**config.mk**
```make
export PLATFORM = sky130hd
export DESIGN_NAME = multicycle_ctrl_flat
export DESIGN_NICKNAME = d
export VERILOG_FILES = /design/src/rtl/multicycle_ctrl_if.sv /design/src/rtl/multicycle_ctrl.sv /design/src/flat_wrapper.sv
export SDC_FILE = /design/constraint.sdc
export NUM_CORES = 1
export LEC_CHECK = 0
export BUFFER_PORTS_ARGS = -buffer_cell sky130_fd_sc_hd__buf_2
export CORE_ASPECT_RATIO = 1.2
export CORE_MARGIN = 4
export CORE_UTILIZATION = 35
export CTS_CLUSTER_SIZE = 24
export DETAILED_ROUTE_END_ITERATION = 12
export PLACE_DENSITY = 0.81
export SLEW_MARGIN = 20
export SYNTH_ARGS = -nofsm -noshare
export SYNTH_HDL_FRONTEND = slang
export SYNTH_SLANG_ARGS = --single-unit
```
**constraint.sdc**
```tcl
create_clock -name clk -period 3.9 [get_ports clk]
set_clock_uncertainty 0.1 [all_clocks]
set_input_delay 0 -clock clk [delete_from_list [all_inputs] [get_ports clk]]
set_output_delay 0 -clock clk [all_outputs]
set_load 0.1 [all_outputs]
```
**src/rtl/multicycle_ctrl_if.sv**
```systemverilog
// Memory-port handshake between the control FSM and the shared memory.
interface multicycle_ctrl_if;
  logic mem_req;
  logic mem_we;
  logic addr_sel;
  logic mem_ready;

  modport master (output mem_req, output mem_we, output addr_sel, input mem_ready);
  modport slave  (input mem_req, input mem_we, input addr_sel, output mem_ready);
endinterface

```
**src/rtl/multicycle_ctrl.sv**
```systemverilog
// Main control FSM of the multi-cycle RV32I core.
// Optional macro ILLEGAL_TRAP_EN: unknown opcodes enter a sticky TRAP state
// and raise illegal; otherwise they retire as a NOP.
// state_o encoding: FETCH=0 DECODE=1 EXEC_R=2 EXEC_I=3 ADDR=4 MEM_RD=5
// MEM_WR=6 WB_ALU=7 WB_MEM=8 WB_IMM=9 BRANCH=10 EXEC_JALR=11 JUMP=12
// JUMP_R=13 TRAP=14.
module multicycle_ctrl #(
  parameter int unsigned Width  = 32,
  parameter int unsigned StateW = 4
) (
  input  logic                  clk,
  input  logic                  rst,
  input  logic [Width-1:0]      inst,
  input  logic                  branch_taken,
  multicycle_ctrl_if.master     mem,
  output logic                  ir_we,
  output logic                  pc_we,
  output logic [1:0]            pc_src,
  output logic [1:0]            alu_a_sel,
  output logic [1:0]            alu_b_sel,
  output logic [1:0]            alu_op,
  output logic                  reg_we,
  output logic [1:0]            wb_sel,
  output logic                  illegal,
  output logic [StateW-1:0]     state_o
);

  typedef enum logic [StateW-1:0] {
    S_FETCH     = StateW'(0),
    S_DECODE    = StateW'(1),
    S_EXEC_R    = StateW'(2),
    S_EXEC_I    = StateW'(3),
    S_ADDR      = StateW'(4),
    S_MEM_RD    = StateW'(5),
    S_MEM_WR    = StateW'(6),
    S_WB_ALU    = StateW'(7),
    S_WB_MEM    = StateW'(8),
    S_WB_IMM    = StateW'(9),
    S_BRANCH    = StateW'(10),
    S_EXEC_JALR = StateW'(11),
    S_JUMP      = StateW'(12),
    S_JUMP_R    = StateW'(13)
`ifdef ILLEGAL_TRAP_EN
    ,S_TRAP     = StateW'(14)
`endif
  } state_t;

  localparam logic [6:0] OpR     = 7'b0110011;
  localparam logic [6:0] OpI     = 7'b0010011;
  localparam logic [6:0] OpLoad  = 7'b0000011;
  localparam logic [6:0] OpStore = 7'b0100011;
  localparam logic [6:0] OpBr    = 7'b1100011;
  localparam logic [6:0] OpJal   = 7'b1101111;
  localparam logic [6:0] OpJalr  = 7'b1100111;
  localparam logic [6:0] OpLui   = 7'b0110111;
  localparam logic [6:0] OpAuipc = 7'b0010111;

  state_t     state_q, state_d;
  logic [6:0] opcode;
  logic       unused_inst;

  assign opcode      = inst[6:0];
  assign unused_inst = ^inst[Width-1:7];

  // State register; reset lands in FETCH.
  always_ff @(posedge clk or posedge rst) begin
    if (rst) state_q <= S_FETCH;
    else     state_q <= state_d;
  end

`ifdef ILLEGAL_TRAP_EN
  logic illegal_q, illegal_d;

  // Sticky illegal flag, set on the DECODE -> TRAP transition.
  always_ff @(posedge clk or posedge rst) begin
    if (rst) illegal_q <= 1'b0;
    else     illegal_q <= illegal_d;
  end

  // Illegal flag update.
  always_comb begin
    illegal_d = illegal_q;
    if (state_q == S_DECODE && state_d == S_TRAP) illegal_d = 1'b1;
  end
`endif

  // Next-state decode.
  always_comb begin
    state_d = state_q;
    case (state_q)
      S_FETCH:  if (mem.mem_ready) state_d = S_DECODE;
      S_DECODE: begin
        case (opcode)
          OpR:             state_d = S_EXEC_R;
          OpI:             state_d = S_EXEC_I;
          OpLoad, OpStore: state_d = S_ADDR;
          OpBr:            state_d = S_BRANCH;
          OpJal:           state_d = S_JUMP;
          OpJalr:          state_d = S_EXEC_JALR;
          OpLui:           state_d = S_WB_IMM;
          OpAuipc:         state_d = S_WB_ALU;
`ifdef ILLEGAL_TRAP_EN
          default:         state_d = S_TRAP;
`else
          default:         state_d = S_FETCH;
`endif
        endcase
      end
      S_EXEC_R:    state_d = S_WB_ALU;
      S_EXEC_I:    state_d = S_WB_ALU;
      S_ADDR:      state_d = inst[5] ? S_MEM_WR : S_MEM_RD;
      S_MEM_RD:    if (mem.mem_ready) state_d = S_WB_MEM;
      S_MEM_WR:    if (mem.mem_ready) state_d = S_FETCH;
      S_WB_ALU:    state_d = S_FETCH;
      S_WB_MEM:    state_d = S_FETCH;
      S_WB_IMM:    state_d = S_FETCH;
      S_BRANCH:    state_d = S_FETCH;
      S_EXEC_JALR: state_d = S_JUMP_R;
      S_JUMP:      state_d = S_FETCH;
      S_JUMP_R:    state_d = S_FETCH;
`ifdef ILLEGAL_TRAP_EN
      S_TRAP:      state_d = S_TRAP;
`endif
      default:     state_d = S_FETCH;
    endcase
  end

  // Output decode of the current state; everything is forced low during reset.
  always_comb begin
    mem.mem_req  = 1'b0;
    mem.mem_we   = 1'b0;
    mem.addr_sel = 1'b0;
    ir_we        = 1'b0;
    pc_we        = 1'b0;
    pc_src       = 2'd0;
    alu_a_sel    = 2'd0;
    alu_b_sel    = 2'd0;
    alu_op       = 2'd0;
    reg_we       = 1'b0;
    wb_sel       = 2'd0;
    case (state_q)
      S_FETCH: begin
        mem.mem_req = 1'b1;
        alu_a_sel   = 2'd1;
        alu_b_sel   = 2'd2;
        ir_we       = mem.mem_ready;
        pc_we       = mem.mem_ready;
      end
      S_DECODE: begin
        alu_a_sel = 2'd2;
        alu_b_sel = 2'd1;
      end
      S_EXEC_R: alu_op = 2'd2;
      S_EXEC_I: begin
        alu_b_sel = 2'd1;
        alu_op    = 2'd3;
      end
      S_ADDR:   alu_b_sel = 2'd1;
      S_MEM_RD: begin
        mem.mem_req  = 1'b1;
        mem.addr_sel = 1'b1;
      end
      S_MEM_WR: begin
        mem.mem_req  = 1'b1;
        mem.mem_we   = 1'b1;
        mem.addr_sel = 1'b1;
      end
      S_WB_ALU: reg_we = 1'b1;
      S_WB_MEM: begin
        reg_we = 1'b1;
        wb_sel = 2'd1;
      end
      S_WB_IMM: begin
        reg_we = 1'b1;
        wb_sel = 2'd3;
      end
      S_BRANCH: begin
        alu_op = 2'd1;
        pc_we  = branch_taken;
        pc_src = 2'd1;
      end
      S_EXEC_JALR: alu_b_sel = 2'd1;
      S_JUMP: begin
        pc_we  = 1'b1;
        pc_src = 2'd1;
        reg_we = 1'b1;
        wb_sel = 2'd2;
      end
      S_JUMP_R: begin
        pc_we  = 1'b1;
        pc_src = 2'd2;
        reg_we = 1'b1;
        wb_sel = 2'd2;
      end
      default: ;
    endcase
    if (rst) begin
      mem.mem_req  = 1'b0;
      mem.mem_we   = 1'b0;
      mem.addr_sel = 1'b0;
      ir_we        = 1'b0;
      pc_we        = 1'b0;
      pc_src       = 2'd0;
      alu_a_sel    = 2'd0;
      alu_b_sel    = 2'd0;
      alu_op       = 2'd0;
      reg_we       = 1'b0;
      wb_sel       = 2'd0;
    end
  end

  assign state_o = rst ? '0 : state_q;

`ifdef ILLEGAL_TRAP_EN
  assign illegal = illegal_q & ~rst;
`else
  assign illegal = 1'b0;
`endif

endmodule

```
**src/flat_wrapper.sv**
```systemverilog
// flat-port wrapper written by rule: the top's interface ports become plain ports
module multicycle_ctrl_flat 
#(
  parameter int unsigned Width  = 32,
  parameter int unsigned StateW = 4
)
  (clk, rst, inst, branch_taken, ir_we, pc_we, pc_src, alu_a_sel, alu_b_sel, alu_op, reg_we, wb_sel, illegal, state_o, mem_mem_req, mem_mem_we, mem_addr_sel, mem_mem_ready);
  multicycle_ctrl_if mem_i ();
  input  logic clk;
  input  logic rst;
  input  logic [Width-1:0] inst;
  input  logic branch_taken;
  output logic ir_we;
  output logic pc_we;
  output logic [1:0] pc_src;
  output logic [1:0] alu_a_sel;
  output logic [1:0] alu_b_sel;
  output logic [1:0] alu_op;
  output logic reg_we;
  output logic [1:0] wb_sel;
  output logic illegal;
  output logic [StateW-1:0] state_o;
  output wire logic [$bits(mem_i.mem_req)-1:0] mem_mem_req;
  output wire logic [$bits(mem_i.mem_we)-1:0] mem_mem_we;
  output wire logic [$bits(mem_i.addr_sel)-1:0] mem_addr_sel;
  input wire logic [$bits(mem_i.mem_ready)-1:0] mem_mem_ready;
  assign mem_mem_req = mem_i.mem_req;
  assign mem_mem_we = mem_i.mem_we;
  assign mem_addr_sel = mem_i.addr_sel;
  assign mem_i.mem_ready = mem_mem_ready;
  multicycle_ctrl #(.Width(Width), .StateW(StateW)) u_core (.clk(clk), .rst(rst), .inst(inst), .branch_taken(branch_taken), .mem(mem_i), .ir_we(ir_we), .pc_we(pc_we), .pc_src(pc_src), .alu_a_sel(alu_a_sel), .alu_b_sel(alu_b_sel), .alu_op(alu_op), .reg_we(reg_we), .wb_sel(wb_sel), .illegal(illegal), .state_o(state_o));
endmodule
```
==> impl_metrics.ini <==
[outcome]
status = complete, no violations

[grt]
antenna_found_initial = 0
gr-total-overflow = 0
grt_usage_pct = 14.4
grt_max_degree = 18
grt_pass1_vias = 683
grt_pass1_wl_um = 2760

[die]
num_rows = 16
dieWidth_um = 47.1
dieHeight_um = 55.0
dieArea_sq_um = 2590
io_pins = 57
start_util_pct = 38.2
coreArea_sq_um = 1680

[clock_network]
cts.path.max_buffers = 2
cts_buffers = 3
cts_tree = built
ctsResizeCount = 0
path_clk_slew_ns = 0.04
post-cts-setup-buffers = 0
worst_skew_pair.late_latency_ns = 0.23
holdBufCountCts = 2
clkSinkCount = 4
cts-root-buf = clkbuf_4
cts_max_level = 1

[logic_synthesis]
ys_async_sr_fraction_pct = 100
synth_cell_types = 34
syn_nets = 133
synth.yosys.warnings = 0
syn_inst = 97
avgSynthCellArea_sq_um = 6.63
synth_seq_cells = 4
synth-main-ff-cell = dfrtp_1
synth_top_cells_by_area = dfrtp_1, nor3_1, a21oi_1
synth-edff-count = 0
syn_area_sq_um = 643
ys_seq_area_share_pct = 15.6
synth_top_area_share_pct = 15.6
yosys.area.top_type = dfrtp_1

[critical_path]
worst-path-max-fanout = 15
critPathLaunchType = register
cp.required_ns = 3.80
path_class = reg2out
arrival_ns = 2.12
r2r_start = u_core.state_q[1]
r2r-end = u_core.state_q[1]
end_kind = primary output
reg2regPathDepth = 4
reg2reg_slack_ns = 2.07

[routing]
first_pass_iters = 4
drt-initial-drc-count = 30
wl_per_cell_um = 12.1
vias_per_cell = 5.60
postRouteAntennaNets = 0
vias = 789
wl_um = 1700
drc = 0

[layout]
syn2layout_area_growth_pct = 26.7
num-fill-cells = 176
reg_top3 = u_core.state_q: 4 flops
largest_reg_flops = 4
diodes = 0
drive_gt1_share_pct = 29.3
largest_register = u_core.state_q
final_nets = 161

[job]
maxCapViolations = 0

[hold_path]
hold_path.class = in2reg
hold_end = u_core.state_q[3]
hold_path.startpoint = inst[5]
hold_path_depth = 3

[timing]
timing.fmax_ghz = 0.451
fin_crit_ns = 2.22
slew_headroom_pct = 64.9
worst_pin_slew_ns = 0.526
final.setup.tns_ns = 0
setup_viol = 0
worst_slack_ns = 1.68
hold_violations = 0
rsz0062_at_grt = false
post-route-period-util_pct = 56.8
slew_violations = 0

[placement]
gp_congestion = 0.818
post-place-ws_ns = 1.93
port_buffers = 30
hpwl_um = 1270

[power]
p_per_area_nw_per_um2 = 1060
ir_drop_mv = 0.415
p_leak_nw = 0.403
## worst max-delay path, cell delays in order, from the launching register on
cell	delay [ns]
dfrtp_1	0.54
or4_4	0.65
nor3_4	0.13
o21bai_1	0.12
buf_2	0.44
## synthesized netlist by cell type, types with 3 or more instances
library cell   n
nor3_1        10
inv_1          9
nor2_1         9
a21oi_1        8
nand2b_1       6
nand2_1        5
o21ai_0        5
buf_2          4
dfrtp_1        4
nor2b_1        4
clkbuf_1       3
o211ai_1       3
## cells in the final DEF (no fill, tap or decap), drive strengths merged
master	Yosys	layout
nand2b	6	6
nor2	9	9
o22ai	1	1
nor4b	1	1
o2111ai	1	1
nand4b	2	2
nor2b	4	4
nand2	5	5
or2	1	1
a31oi	2	2
inv	9	9
o221ai	1	1
mux2i	1	1
conb	1	1
a32oi	1	1
o211a	1	1
nor3	11	11
a21oi	8	8
o21bai	1	1
clkbuf	3	3
o21ai	5	5
dfrtp	4	4
buf	6	30
and3	1	1
nand3b	2	2
o32ai	1	1
xnor2	2	2
dlygate4sd3	0	2
o21a	1	1
a211oi	2	2
o211ai	3	3
or4	1	1
## metal layers
layer  GRT usage [%]  share of wire [%]  wire length [um]  up-vias
li1                -                  -                 -      399
met1            17.9                 45               759      349
met2            24.0                 43               728       39
met3            2.59                 12               200        2
met4            6.45               0.88                15        0
met5               0                  0                 0        -
## stage by stage
stage / hold WS (ns) / instances / utilization [%] / cell area, sq um / power, mW
6_report: 0.0248 / 141 / 48.4 / 815 / 0.861
5_1_grt: 0.0511 / 141 / 48.4 / 815 / 0.914
4_1_cts: 0.0174 / 141 / 48.4 / 815 / 0.863
3_5_place_dp: -0.0910 / 136 / 45.9 / 772 / 0.806
3_3_place_gp: -0.0939 / 136 / 45.9 / 772 / 0.797
2_1_floorplan: -0.134 / 97 / - / 649 / 0.729
## logic make-up after synthesis
| logic type | Yosys count | synth area share, % |
|---|---|---|
| compound gates | 28 | 28.2 |
| other cells | 1 | 0.583 |
| simple gates | 43 | 38.3 |
| flops | 4 | 15.6 |
| buf+inv | 18 | 13.0 |
| xor+xnor | 2 | 2.72 |
| mux | 1 | 1.56 |
## layout make-up
type	count	area, sq um	area share, %
Timing Repair Buffer	32	170	20.9
Clock buffer	3	22.5	2.76
Inverter	9	33.8	4.15
Tap cell	18	22.5	2.76
Multi-Input combinational cell	75	465	57.1
Sequential cell	4	100	12.3
## worst max path at each step
stage / start / endpoint / slack [ns] / depth (start not counted)
after CTS: u_core.state_q[0] / pc_we / 1.67 / 4
final: u_core.state_q[0] / pc_we / 1.68 / 4
after global placement: u_core.state_q[0] / pc_we / 1.94 / 4
after detailed placement: u_core.state_q[0] / pc_we / 1.93 / 4
after floorplan: u_core.state_q[0] / alu_a_sel[1] / 0.09 / 3
after global routing: u_core.state_q[1] / pc_we / 1.59 / 4
## report_power, final
part           total, mW  internal (mW)  leakage, nW  switching [mW]
logic              0.666          0.152        0.339           0.514
clock network     0.0513         0.0344       0.0138          0.0169
registers          0.144         0.0609       0.0504          0.0828
No activity file was read; power rests on OpenSTA's default activity.
